--- src/rtl/ballot_session_ctrl.sv ---
// rtl/ballot_session_ctrl.sv - one-voter-at-a-time ballot sequencer in front of the vote counter
//
// Purpose:
//   The officer arms a session. The voter then holds exactly one candidate
//   button stable for HOLD_CYCLES cycles and presses confirm. The block then
//   emits a single one-cycle one-hot cast strobe. It allows at most one vote
//   per arm, rejects multi-select, and never double-counts a held button.
//
// Ports:
//   clk            rising-edge clock
//   rst            synchronous active-high reset
//   poll_open      level, polling station open; dropping it aborts an open session
//   arm            officer pulse, admits the next voter (IDLE only)
//   sel            candidate buttons, level, 1 = pressed (already synchronised)
//   confirm        voter confirm button, level; acts on its rising edge
//   cast_valid     one-cycle vote strobe to the counter (registered)
//   cast_sel       one-hot candidate, valid with cast_valid, else 0 (registered)
//   ready          1 while waiting for the voter (ARMED/STABLE/SELECTED)
//   reject         one-cycle pulse, confirm edge with multi-hot sel (registered)
//   timeout        one-cycle pulse, session aborted by timer (registered)
//   voters_served  votes cast since reset, saturates at MAX_VOTERS (registered)
//   closed         ~poll_open | (voters_served == MAX_VOTERS)
//
// Build option:
//   BALLOT_TIMEOUT_EN - when defined, a session that stays open for
//   TIMEOUT_CYCLES cycles after arming is aborted and timeout pulses.
//   When undefined, there is no timer and timeout is tied to 0.

module ballot_session_ctrl #(
    parameter int NUM_CAND       = 3,
    parameter int HOLD_CYCLES    = 4,
    parameter int MAX_VOTERS     = 15,
    parameter int TIMEOUT_CYCLES = 1000
) (
    input  logic                            clk,
    input  logic                            rst,
    input  logic                            poll_open,
    input  logic                            arm,
    input  logic [NUM_CAND-1:0]             sel,
    input  logic                            confirm,
    output logic                            cast_valid,
    output logic [NUM_CAND-1:0]             cast_sel,
    output logic                            ready,
    output logic                            reject,
    output logic                            timeout,
    output logic [$clog2(MAX_VOTERS+1)-1:0] voters_served,
    output logic                            closed
);

    localparam int VW = $clog2(MAX_VOTERS + 1);
    localparam int HW = $clog2(HOLD_CYCLES + 1);
    localparam logic [VW-1:0] VMAX     = VW'(MAX_VOTERS);
    localparam logic [HW-1:0] HOLD_MAX = HW'(HOLD_CYCLES);

    typedef enum logic [2:0] {
        S_IDLE,
        S_ARMED,
        S_STABLE,
        S_SELECTED,
        S_CAST,
        S_RELEASE
    } state_t;

    state_t              state, state_nxt;
    logic [NUM_CAND-1:0] cand_q, cand_nxt;
    logic [HW-1:0]       hold_cnt, hold_nxt;
    logic                confirm_q;
    logic                cast_nxt, reject_nxt, timeout_nxt;

    logic confirm_edge, sel_onehot, sel_none, sel_multi, full, active;

    assign confirm_edge = confirm & ~confirm_q;
    assign sel_onehot   = $onehot(sel);
    assign sel_none     = (sel == '0);
    assign sel_multi    = ~sel_onehot & ~sel_none;
    assign full         = (voters_served == VMAX);
    assign active       = (state == S_ARMED) || (state == S_STABLE) || (state == S_SELECTED);

    assign ready  = active;
    assign closed = ~poll_open | full;

`ifdef BALLOT_TIMEOUT_EN
    localparam int TW = $clog2(TIMEOUT_CYCLES + 1);
    localparam logic [TW-1:0] TLAST = TW'(TIMEOUT_CYCLES - 1);

    logic [TW-1:0] timer;
    logic          timer_expire;

    // Timer sits at 0 in IDLE, so it is effectively cleared on IDLE->ARMED,
    // and freezes in CAST/RELEASE where it no longer matters.
    always_ff @(posedge clk) begin
        if (rst || state == S_IDLE) begin
            timer <= '0;
        end else if (active) begin
            timer <= timer + TW'(1);
        end
    end

    assign timer_expire = active && (timer == TLAST);
`else
    logic unused_timeout_cfg;
    assign unused_timeout_cfg = ^TIMEOUT_CYCLES;
`endif

    always_comb begin
        state_nxt   = state;
        cand_nxt    = cand_q;
        hold_nxt    = hold_cnt;
        cast_nxt    = 1'b0;
        reject_nxt  = 1'b0;
        timeout_nxt = 1'b0;

        case (state)
            S_IDLE: begin
                hold_nxt = '0;
                if (arm && poll_open && !full) begin
                    state_nxt = S_ARMED;
                end
            end
            S_ARMED: begin
                if (sel_onehot) begin
                    cand_nxt  = sel;
                    hold_nxt  = HW'(1);
                    state_nxt = (HOLD_CYCLES == 1) ? S_SELECTED : S_STABLE;
                end
            end
            S_STABLE: begin
                if (sel == cand_q) begin
                    hold_nxt = hold_cnt + HW'(1);
                    if (hold_cnt >= HOLD_MAX - HW'(1)) begin
                        state_nxt = S_SELECTED;
                    end
                end else begin
                    hold_nxt  = '0;
                    state_nxt = S_ARMED;
                end
            end
            S_SELECTED: begin
                // Releasing the button is allowed; cand_q keeps the choice.
                if (confirm_edge && (sel_none || sel == cand_q)) begin
                    cast_nxt  = 1'b1;
                    state_nxt = S_CAST;
                end else if (confirm_edge && sel_multi) begin
                    reject_nxt = 1'b1;
                    hold_nxt   = '0;
                    state_nxt  = S_ARMED;
                end else if (sel_onehot && sel != cand_q) begin
                    // A new candidate must earn its own full hold period.
                    cand_nxt  = sel;
                    hold_nxt  = HW'(1);
                    state_nxt = (HOLD_CYCLES == 1) ? S_SELECTED : S_STABLE;
                end
            end
            S_CAST: begin
                state_nxt = S_RELEASE;
            end
            S_RELEASE: begin
                // Both inputs must drop before the next arm can be accepted,
                // so a held button or confirm cannot produce a second vote.
                if (sel_none && !confirm) begin
                    state_nxt = S_IDLE;
                end
            end
            default: begin
                state_nxt = S_IDLE;
            end
        endcase

        // The abort paths override anything decided above, including a
        // confirm edge in the same cycle.
        if (active && !poll_open) begin
            state_nxt  = S_IDLE;
            hold_nxt   = '0;
            cast_nxt   = 1'b0;
            reject_nxt = 1'b0;
        end
`ifdef BALLOT_TIMEOUT_EN
        else if (timer_expire) begin
            state_nxt   = S_IDLE;
            hold_nxt    = '0;
            cast_nxt    = 1'b0;
            reject_nxt  = 1'b0;
            timeout_nxt = 1'b1;
        end
`endif
    end

    always_ff @(posedge clk) begin
        if (rst) begin
            state         <= S_IDLE;
            cand_q        <= '0;
            hold_cnt      <= '0;
            confirm_q     <= 1'b0;
            cast_valid    <= 1'b0;
            cast_sel      <= '0;
            reject        <= 1'b0;
            timeout       <= 1'b0;
            voters_served <= '0;
        end else begin
            state      <= state_nxt;
            cand_q     <= cand_nxt;
            hold_cnt   <= hold_nxt;
            confirm_q  <= confirm;
            cast_valid <= cast_nxt;
            cast_sel   <= cast_nxt ? cand_q : '0;
            reject     <= reject_nxt;
            timeout    <= timeout_nxt;
            if (cast_nxt && !full) begin
                voters_served <= voters_served + VW'(1);
            end
        end
    end

endmodule
--- config.mk ---
export PLATFORM = sky130hd
export DESIGN_NAME = ballot_session_ctrl
export DESIGN_NICKNAME = d
export VERILOG_FILES = /design/src/rtl/ballot_session_ctrl.sv
export SDC_FILE = /design/constraint.sdc
export NUM_CORES = 1
export LEC_CHECK = 0
export ABC_AREA = 1
export ABC_CLOCK_PERIOD_IN_PS = 2200
export BUFFER_PORTS_ARGS = -buffer_cell sky130_fd_sc_hd__buf_2
export CAP_MARGIN = 20
export CORE_ASPECT_RATIO = 1.4
export CORE_MARGIN = 1.5
export CORE_UTILIZATION = 45
export CTS_CLUSTER_SIZE = 40
export DETAILED_ROUTE_END_ITERATION = 8
export GPL_TIMING_DRIVEN = 0
export HOLD_SLACK_MARGIN = 0.05
export PLACE_DENSITY = 0.66
export SLEW_MARGIN = 5
export SYNTH_ARGS = -nofsm -noshare
export SYNTH_HDL_FRONTEND = slang
export SYNTH_SLANG_ARGS = --single-unit
--- constraint.sdc ---
create_clock -name clk -period 2.2 [get_ports clk]
set_input_delay 0.22 -clock clk [delete_from_list [all_inputs] [get_ports clk]]
set_output_delay 0.22 -clock clk [all_outputs]
set_load 0.02 [all_outputs]
==> results.md <==
- Ant diodes: 0
- Nets: 219
- Library cells used by synthesis: 23
- Largest fanout on the critical path: 5
- Cts bufs inserted: 3
- Largest net degree at the start of global routing: 12
- Synth top cells by count: 63 x nand2_1, 34 x nor2_1, 25 x inv_1
- CTS Root Cell: clkbuf_4
- Routability cong.: 0.872
- Die ar.: 0.00282 sq mm
- Die Wd: 45.3 microns
- EDFF count, synth: 0
- Vias in the first global route: 1037
- Minimum period implied by the final worst setup slack: 1.55 ns
- CP arrival: 1.33 ns
- Drt first pass iters: 4
- Critical Path Slowest Stage Cell: dfxtp_1
- Final hold viol count: 0
- Top-count cell post-synth: nand2_1
- I/O Buffers: 18
- Yosys top cell by area: dfxtp_1
- Hold-fix buffers, CTS: 0
- Post-synthesis sequential area ratio: 33.7%
- DR DRC count: 0
- Mapped cell area: 0.00113 sq mm
- Initial Util: 47.1%
- GRT Util Overall: 18.5%
- Synth Instances: 184
- Yosys reg bits: 19
- TNS Setup: 0 ns
- Layout area overhead: 14.2%
- Worst R2R End: hold_cnt[2]
- Final WL: 2220 microns
- Final Max Tran Viols: 0
- Final Util: 53.8%
- Final ANT Viol Nets: 0
- Clock Tree Buf Depth: 2
- R2R depth: 7
- DPL Wire Length: 1790 microns
- Total core area: 0.00239 sq mm
- CP Cell Sequence: ha_1, nand3_1, nand2_1, buf_2
- Ys Warns: 0
- Ys flop type: dfxtp_1
- Top post-synthesis cells by area: dfxtp_1 34%, nand2_1 21%, nor2_1 11%, inv_1 8.3%, nand3_1 4.0%
- Pre-CTS setup slack: 0.400 ns
- Detail-routed via count per cell: 4.73
- Worst Setup SP: voters_served[0]
- Max incr delay on CP: 0.43 ns
- Worst IR Drop VDD: 385 uV
- Syn Area/Cell: 6.13 sq um
- Status: completed
- Post-Syn Nets: 196
- Critical Path End Type: output port
- Clock Latency Late Sink: 0.31 ns
- Startpoint Class: flop
- Critical path required time: 1.98 ns
- Layout cells sized above 1: 16.5%
- Fmax: 0.644 GHz
- Post-cts sizing count: 0
- Worst reg2reg setup slack: 0.71 ns
- Via count: 1134
- Skew final: 0.00425 ns
- Final setup fails: 0
- Global route overflow: 0
- CTS tree: yes
- Top cell type's share of synthesized area: 33.7%
- Clk sink count: 19
- Site Rows: 21
- Power density cells: 850 mW/mm^2
- DR iter-0 viols: 43
- Max-Cap Viols: 0
- Die Ht: 62.2 microns
- Ys async rst share: 0%
- Routed len/inst: 9.26 microns
- CP Class: flop to output port
- Global-route wire length before repair: 3990 microns
- Critical Path Sink: closed
- RSZ-0062 raised after global routing: false
- Final WS setup: 0.646 ns
- Worst-path clk slew: 0.12 ns
- Critical R2R Launch: state[1]
- Hold WC Path Type: primary input to flop
- H-Tree Depth: 1
- Initial antenna violation count: 0
- Setup bufs post-CTS: 0
- I/O pins: 20
- Post-route clock period utilization: 70.6%
- P_leak: 0.708 nW
-- cell families after synthesis --
family / Yosys count / share of synthesized area (%)
AND/OR/NAND/NOR: 117 / 43.8
buffers and inverters: 31 / 10.7
flip-flops: 19 / 33.7
AO/OA/AOI/OAI: 10 / 4.77
adder cells (fa/ha/maj): 4 / 5.11
XOR/XNOR: 2 / 1.55
other: 1 / 0.333
-- worst min-delay path by stage --
stage               start               end  slack (ns)  depth (start not counted)
global placement      rst  voters_served[0]        0.42                          2
finish                rst  voters_served[3]        0.08                          2
CTS                   rst  voters_served[3]        0.08                          2
global route          rst  voters_served[0]        0.08                          2
floorplan             rst  voters_served[0]        0.29                          1
detailed placement    rst  voters_served[3]        0.42                          2
-- cell usage in the layout, fill, tap and decap left out --
cell type  count
nand2_1       63
nor2_1        34
inv_1         25
dfxtp_1       19
buf_2         18
nand3_1        9
inv_2          5
a21oi_1        5
nand4_1        3
ha_1           3
clkbuf_4       3
xnor2_1        2
nand3_2        2
nor2_4         2
o21ai_0        2
nand2_2        1
nor2_2         1
nor3_1         1
or2_1          1
a21boi_0       1
o21ai_1        1
a31oi_1        1
fa_1           1
buf_4          1
conb_1         1
clkinv_2       1
-- report_power, final --
part           leakage [nW]  internal [W]  switching [W]
clock                0.0177     0.0000681       0.000120
sequential            0.154      0.000396      0.0000453
combinational         0.536      0.000164       0.000301
-- cell type report --
cell class / instances / area, sq um
clock inverter: 1 / 5.00
inverter: 30 / 113
fill: 248 / 1100
buffer: 1 / 7.51
clock buffer: 3 / 22.5
timing repair buffer: 18 / 90.1
multi-input combinational: 134 / 627
tap: 34 / 42.5
sequential: 19 / 380
-- registers in the layout, summed over array words and instances, names as in the netlist --
signal and cells:
state 3, confirm_q 1, cast_sel 3, reject 1, cand_q 3, hold_cnt 3, cast_valid 1, voters_served 4
-- per-layer routing --
| metal | vias up | wire, microns | GRT usage, % |
|---|---|---|---|
| met5 | - | 0 | 0 |
| met4 | 0 | 53 | 8.82 |
| met3 | 5 | 87 | 2.62 |
| met2 | 25 | 1140 | 31.8 |
| met1 | 507 | 939 | 21.3 |
| li1 | 597 | - | - |
-- per-stage QoR --
stage | cells | hold slack [ns] | total power [W] | cell area [sq um]
after floorplan | 184 | 0.289 | 0.000820 | 1130
after global placement | 236 | 0.422 | 0.000904 | 1260
after detailed placement | 236 | 0.423 | 0.000914 | 1260
after CTS | 240 | 0.0768 | 0.00110 | 1290
after global routing | 240 | 0.0822 | 0.00120 | 1290
final | 240 | 0.0844 | 0.00109 | 1290
-- critical path, delay by kind of cell, from the launching register on --
family	cells	cell delay, ns
DFF	1	0.43
and+or+nand+nor	2	0.22
adders and majority gates	1	0.22
buffers and inverters	1	0.15
(Power assumes the default switching activity.)
